**config.mk**
```make
export PLATFORM = sky130hd
export DESIGN_NAME = spi_master_par
export DESIGN_NICKNAME = d
export VERILOG_FILES = /design/src/rtl/spi_master_par.sv
export SDC_FILE = /design/constraint.sdc
export NUM_CORES = 1
export LEC_CHECK = 0
export CAP_MARGIN = 20
export CORE_MARGIN = 2
export CORE_UTILIZATION = 57
export DETAILED_ROUTE_END_ITERATION = 6
export GPL_ROUTABILITY_DRIVEN = 1
export GPL_TIMING_DRIVEN = 0
export PLACE_DENSITY = 0.88
export SETUP_SLACK_MARGIN = 0.3
export SYNTH_ARGS = -nofsm -noshare
export SYNTH_HDL_FRONTEND = slang
export SYNTH_SLANG_ARGS = --single-unit
```
**constraint.sdc**
```tcl
create_clock -name clk -period 3.45 [get_ports clk]
set_clock_uncertainty 0.05 [all_clocks]
set_input_delay 0.5175 -clock clk [delete_from_list [all_inputs] [get_ports clk]]
set_output_delay 0.5175 -clock clk [all_outputs]
set_load 0.02 [all_outputs]
```
**src/rtl/spi_master_par.sv**
```systemverilog
// rtl/spi_master_par.sv - parametrised full-duplex SPI master with start/busy/done handshake
//
// Parameters: DATA_W bits per word (>=2), CLK_DIV clk cycles per SCLK half-period (>=1),
//             NUM_CS chip-select lines (>=2).
// Ports:
//   clk, rst_n         system clock (rising edge), asynchronous active-low reset
//   start              transfer request, only looked at while idle
//   cpol, cpha         SPI mode, latched at start
//   cs_sel             target chip select, latched at start (out-of-range selects none)
//   tx_data            word to send MSB first, latched at start
//   rx_data            last received word, updated together with done
//   busy, done         transfer in progress / one-cycle end-of-transfer pulse
//   sclk, mosi, miso   SPI serial clock and data
//   cs_n               active-low chip selects, at most one low
// Optional build macro: SPI_LOOPBACK_EN - receive shifter takes the internal mosi instead of miso.
module spi_master_par #(
  parameter int DATA_W  = 8,
  parameter int CLK_DIV = 2,
  parameter int NUM_CS  = 2
) (
  input  logic                      clk,
  input  logic                      rst_n,
  input  logic                      start,
  input  logic                      cpol,
  input  logic                      cpha,
  input  logic [$clog2(NUM_CS)-1:0] cs_sel,
  input  logic [DATA_W-1:0]         tx_data,
  output logic [DATA_W-1:0]         rx_data,
  output logic                      busy,
  output logic                      done,
  output logic                      sclk,
  output logic                      mosi,
  input  logic                      miso,
  output logic [NUM_CS-1:0]         cs_n
);

  localparam int CS_W  = $clog2(NUM_CS);
  localparam int CNT_W = (CLK_DIV > 1) ? $clog2(CLK_DIV) : 1;
  localparam int EDG_W = $clog2(2 * DATA_W + 1);
  localparam logic [CNT_W-1:0] CNT_LAST  = CNT_W'(CLK_DIV - 1);
  localparam logic [EDG_W-1:0] EDG_LAST  = EDG_W'(2 * DATA_W);
  localparam logic [EDG_W-1:0] EDG_FINAL_TRAIL_PREV = EDG_W'(2 * DATA_W - 1);

  typedef enum logic [1:0] {IDLE, SETUP, XFER, HOLD} state_t;

  state_t             state_q, state_d;
  logic [CNT_W-1:0]   cnt;
  logic [EDG_W-1:0]   edge_cnt;   // SCLK edges already produced in this transfer
  logic               cpha_q;
  logic [DATA_W-1:0]  tx_sr;
  logic [DATA_W-1:0]  rx_sr;
  logic               half_end;
  logic               sclk_edge;
  logic               hold_exit;
  logic               lead;
  logic               sample;
  logic               mosi_shift;
  logic               rx_bit;

`ifdef SPI_LOOPBACK_EN
  logic unused_miso;
  assign unused_miso = miso;
  assign rx_bit      = mosi;
`else
  assign rx_bit      = miso;
`endif

  function automatic logic [NUM_CS-1:0] cs_decode(input logic [CS_W-1:0] sel);
    logic [NUM_CS-1:0] m;
    m = '1;
    for (int i = 0; i < NUM_CS; i++) begin
      if (sel == CS_W'(i)) m[i] = 1'b0;
    end
    return m;
  endfunction

  assign busy     = (state_q != IDLE);
  assign half_end = (cnt == CNT_LAST);

  always_ff @(posedge clk or negedge rst_n) begin
    if (!rst_n) state_q <= IDLE;
    else        state_q <= state_d;
  end

  // Each SETUP/XFER/HOLD phase ends on the last cycle of a CLK_DIV half-period.
  // Toggling on the SETUP end and on every XFER end except the final one yields
  // exactly 2*DATA_W edges, leaving sclk back at its idle level for HOLD.
  always_comb begin
    state_d   = state_q;
    sclk_edge = 1'b0;
    hold_exit = 1'b0;
    case (state_q)
      IDLE:  if (start) state_d = SETUP;
      SETUP: if (half_end) begin
               state_d   = XFER;
               sclk_edge = 1'b1;
             end
      XFER:  if (half_end) begin
               if (edge_cnt == EDG_LAST) state_d = HOLD;
               else                      sclk_edge = 1'b1;
             end
      HOLD:  if (half_end) begin
               state_d   = IDLE;
               hold_exit = 1'b1;
             end
      default: state_d = IDLE;
    endcase
  end

  // The edge about to be produced is odd (leading) when the count so far is even.
  assign lead       = ~edge_cnt[0];
  assign sample     = sclk_edge & (lead ^ cpha_q);
  // cpha=0 pre-loads the MSB at start, so the final trailing edge must not shift.
  assign mosi_shift = sclk_edge & (cpha_q ? lead : (~lead & (edge_cnt != EDG_FINAL_TRAIL_PREV)));

  always_ff @(posedge clk or negedge rst_n) begin
    if (!rst_n) begin
      cnt      <= '0;
      edge_cnt <= '0;
      cpha_q   <= 1'b0;
      tx_sr    <= '0;
      rx_sr    <= '0;
      rx_data  <= '0;
      cs_n     <= '1;
      sclk     <= 1'b0;
      mosi     <= 1'b0;
      done     <= 1'b0;
    end else begin
      done <= hold_exit;
      if (state_q == IDLE) begin
        cnt  <= '0;
        sclk <= cpol;    // idle level follows cpol one cycle late; also the latched level at start
        if (start) begin
          cpha_q   <= cpha;
          tx_sr    <= tx_data;
          rx_sr    <= '0;
          edge_cnt <= '0;
          cs_n     <= cs_decode(cs_sel);
          mosi     <= cpha ? 1'b0 : tx_data[DATA_W-1];
        end
      end else begin
        cnt <= half_end ? '0 : cnt + 1'b1;
        if (sclk_edge) begin
          sclk     <= ~sclk;
          edge_cnt <= edge_cnt + 1'b1;
        end
        if (sample) rx_sr <= {rx_sr[DATA_W-2:0], rx_bit};
        if (mosi_shift) begin
          mosi  <= cpha_q ? tx_sr[DATA_W-1] : tx_sr[DATA_W-2];
          tx_sr <= {tx_sr[DATA_W-2:0], 1'b0};
        end
        if (hold_exit) begin
          cs_n    <= '1;
          rx_data <= rx_sr;
        end
      end
    end
  end

endmodule
```
==> flow_metrics.py <==
metrics = {
    "global_routing": {
        "globalRoute.totalOverflow": 0,
        "grt_pass1_vias": 1371,
        "grt_util_all_layers_pct": 23.5,
        "antenna_found_initial": 0,
        "grt_start_max_net_pins": 39,
        "grt_pass1_wl_um": 6170,
    },
    "floorplanning": {
        "start_util_pct": 60.1,
        "io_pins": 29,
        "num_rows": 20,
        "die-area_um2": 3720,
        "die_w_um": 61.0,
        "core_um2": 3080,
        "dieHeight_um": 61.0,
    },
    "synth": {
        "synth_enable_flop_cells": 0,
        "avgSynthCellArea_um2": 11.1,
        "ys_seq_area_share_pct": 51.6,
        "syn-num-nets": 188,
        "synthTopCellsByCount": "36 x dfrtp_1, 28 x nand2_1, 14 x inv_1, 12 x mux2i_1, 12 x o21ai_0",
        "yosysUniqueCellTypes": 33,
        "yosysMostFrequentCell": "dfrtp_1",
        "synthTopCellsByArea": "dfrtp_1 49%, mux2i_1 6.5%, mux2_4 5.7%",
        "synthDominantCellAreaShare_pct": 48.7,
        "synthArstFlopShare_pct": 100,
        "synthCells": 166,
        "yosys_warnings": 0,
        "yosys.area.top_type": "dfrtp_1",
        "synth_ff_type": "dfrtp_1",
        "ys_seq_elements": 38,
        "netlist_area_um2": 1850,
    },
    "sta": {
        "tightest_slew_ns": 0.839,
        "final-hold-violation-count": 0,
        "fin_crit_sh_pct": 75.3,
        "rsz0062_at_grt": "no",
        "fin_crit_ns": 2.60,
        "max_slew_margin_pct": 44.1,
        "worst_hold_slack_ns": 0.213,
        "fmax_mhz": 385,
        "setup_viol": 0,
        "tns_ns": 0,
        "maxSlewViolCount": 0,
    },
    "setup_path": {
        "crit_arrival_ns": 2.03,
        "critical_path_class": "flop to primary output",
        "crit_fanout": 10,
        "required_ns": 2.88,
        "cp_slowest_cell": "clkdlybuf4s50_1",
        "endpoint_kind": "primary output",
        "max_stage_delay_ns": 0.61,
        "crit_top_cell": "inv_1",
        "crit_path_start_kind": "flop",
        "cp_cell_sequence": "inv_1, ha_1, buf_2, inv_1, clkdlybuf4s50_1",
    },
    "clock_network": {
        "post_cts_resized": 0,
        "clock_sinks": 38,
        "ctsHoldBuffers": 0,
        "post_cts_buffers": 0,
        "clk_latency_ns": 0.35,
        "cts_inserted_buffers": 5,
        "htreeDepth": 2,
        "cts_tree": "done",
        "clockBufferDepth": 2,
        "clk_pin_slew_ns": 0.11,
        "root_buffer": "clkbuf_4",
    },
    "drt": {
        "viasPerCell": 5.33,
        "drt_iter0_drc": 78,
        "drt-total-wl_um": 3740,
        "drc": 0,
        "final_antenna_net_count": 0,
        "vias": 1311,
        "dr.pass1.iters": 4,
        "wl_per_cell_um": 15.2,
    },
    "layout": {
        "multi_input_area_um2": 811,
        "fin_nets": 223,
        "drive_gt1_share_pct": 16.3,
        "final-seq-area_um2": 953,
        "syn_to_final_growth_pct": 21.1,
        "nFillCells": 228,
        "n_antenna_cell": 0,
    },
    "placed_design": {
        "place.gp.congestion": 0.858,
        "port_buffers": 28,
        "dp_hpwl_um": 2660,
    },
    "flow_run": {
        "maxCapViolations": 0,
    },
    "pwr": {
        "power.density_nw_per_um2": 882,
        "combPwrFrac_pct": 49.7,
        "p_leak_uw": 0.00104,
        "switchingPower_uw": 759,
        "internal-power_uw": 1220,
        "irDropWorstVdd_uv": 525,
        "sequentialPowerShare_pct": 37.9,
        "p_clk_share_pct": 12.3,
        "swShare_pct": 38.5,
    },
    "hold_path": {
        "hp-class": "input pin to async pin",
    },
    "run_status": {
        "status": "finished clean",
    },
}
-- worst max-delay path: cells and delay by family, from the launching register on --
kind | cells | cell delay, ns
adders and majority gates | 1 | 0.22
buffers and inverters | 4 | 1.01
DFF | 1 | 0.44
-- layout make-up --
cell class                      instances  share of cell area, %
Buffer                                  6                   1.28
Clock buffer                            7                   2.46
Clock inverter                          1                  0.223
Inverter                               15                   2.51
Multi-Input combinational cell        107                   36.2
Sequential cell                        38                   42.6
Tap cell                               44                   2.46
Timing Repair Buffer                   28                   12.3
-- sequential cells by signal, indices dropped and copies added, names as in the netlist --
name	flops
sclk	1
state_q	2
done	1
cs_n	2
cpha_q	1
rx_data	8
edge_cnt	5
mosi	1
rx_sr	8
cnt	1
tx_sr	8
-- layer usage --
layer | track usage, % | part of all wire, % | vias to the layer above
li1 | - | - | 630
met1 | 26.4 | 43 | 645
met2 | 40.7 | 51 | 28
met3 | 8.32 | 4.5 | 8
met4 | 9.32 | 1.4 | 0
met5 | 0 | 0 | -
-- path summary, 6_finish.rpt --
check                              end  depth (start not counted)        start  slack (ns)
max                               busy                          5   state_q[0]        0.85
max in group asynchronous     rx_sr[3]                          1        rst_n        2.61
min reg2reg                    cs_n[0]                          2      cs_n[0]        0.45
max reg2reg                   tx_sr[7]                          6  edge_cnt[0]        1.13
min                        edge_cnt[3]                          1        rst_n        0.21
min in group clk               cs_n[0]                          2      cs_n[0]        0.45
-- cells by family after synthesis --
group | share of synthesized area [%]
flops | 51.6
simple gates | 12.6
buf+inv | 4.60
compound gates | 8.05
mux | 17.1
fa+ha+maj | 4.74
xor+xnor | 1.42
-- power by group through the flow --
stage / clock (µW) / combinational, µW / sequential (µW)
global route: 267 / 1070 / 770
global placement: 0 / 932 / 738
detailed placement: 0 / 971 / 756
finish: 244 / 982 / 749
CTS: 251 / 985 / 747
floorplan: 0 / 619 / 803
-- stage by stage --
step	instance area [µm²]	utilization (%)	worst slack, ns	total power (µW)	std cells
finish	2240	72.8	0.852	1970	246
CTS	2240	72.8	0.875	1980	246
global placement	2180	71.0	0.995	1670	238
detailed placement	2180	70.8	1.16	1730	238
floorplan	1850	-	1.33	1420	166
global route	2240	72.8	0.752	2100	246
-- layout by cell type, fill, tap and decap left out, types with 2 or more instances in the layout --
master / Yosys / routed
nor3_1: 2 / 2
inv_1: 14 / 14
mux2i_1: 12 / 12
mux2_2: 8 / 8
and3_1: 2 / 2
clkbuf_1: 3 / 4
and2_1: 2 / 2
o21ai_0: 12 / 12
xnor2_1: 3 / 3
ha_1: 7 / 7
dfstp_2: 2 / 2
nand4b_1: 2 / 2
nand2_1: 28 / 28
mux2_4: 7 / 7
dfrtp_1: 36 / 36
clkbuf_4: 0 / 5
nand3_1: 4 / 4
buf_2: 2 / 3
nor2_1: 5 / 5
clkdlybuf4s50_1: 0 / 27
No activity file was read; power rests on OpenSTA's default activity.
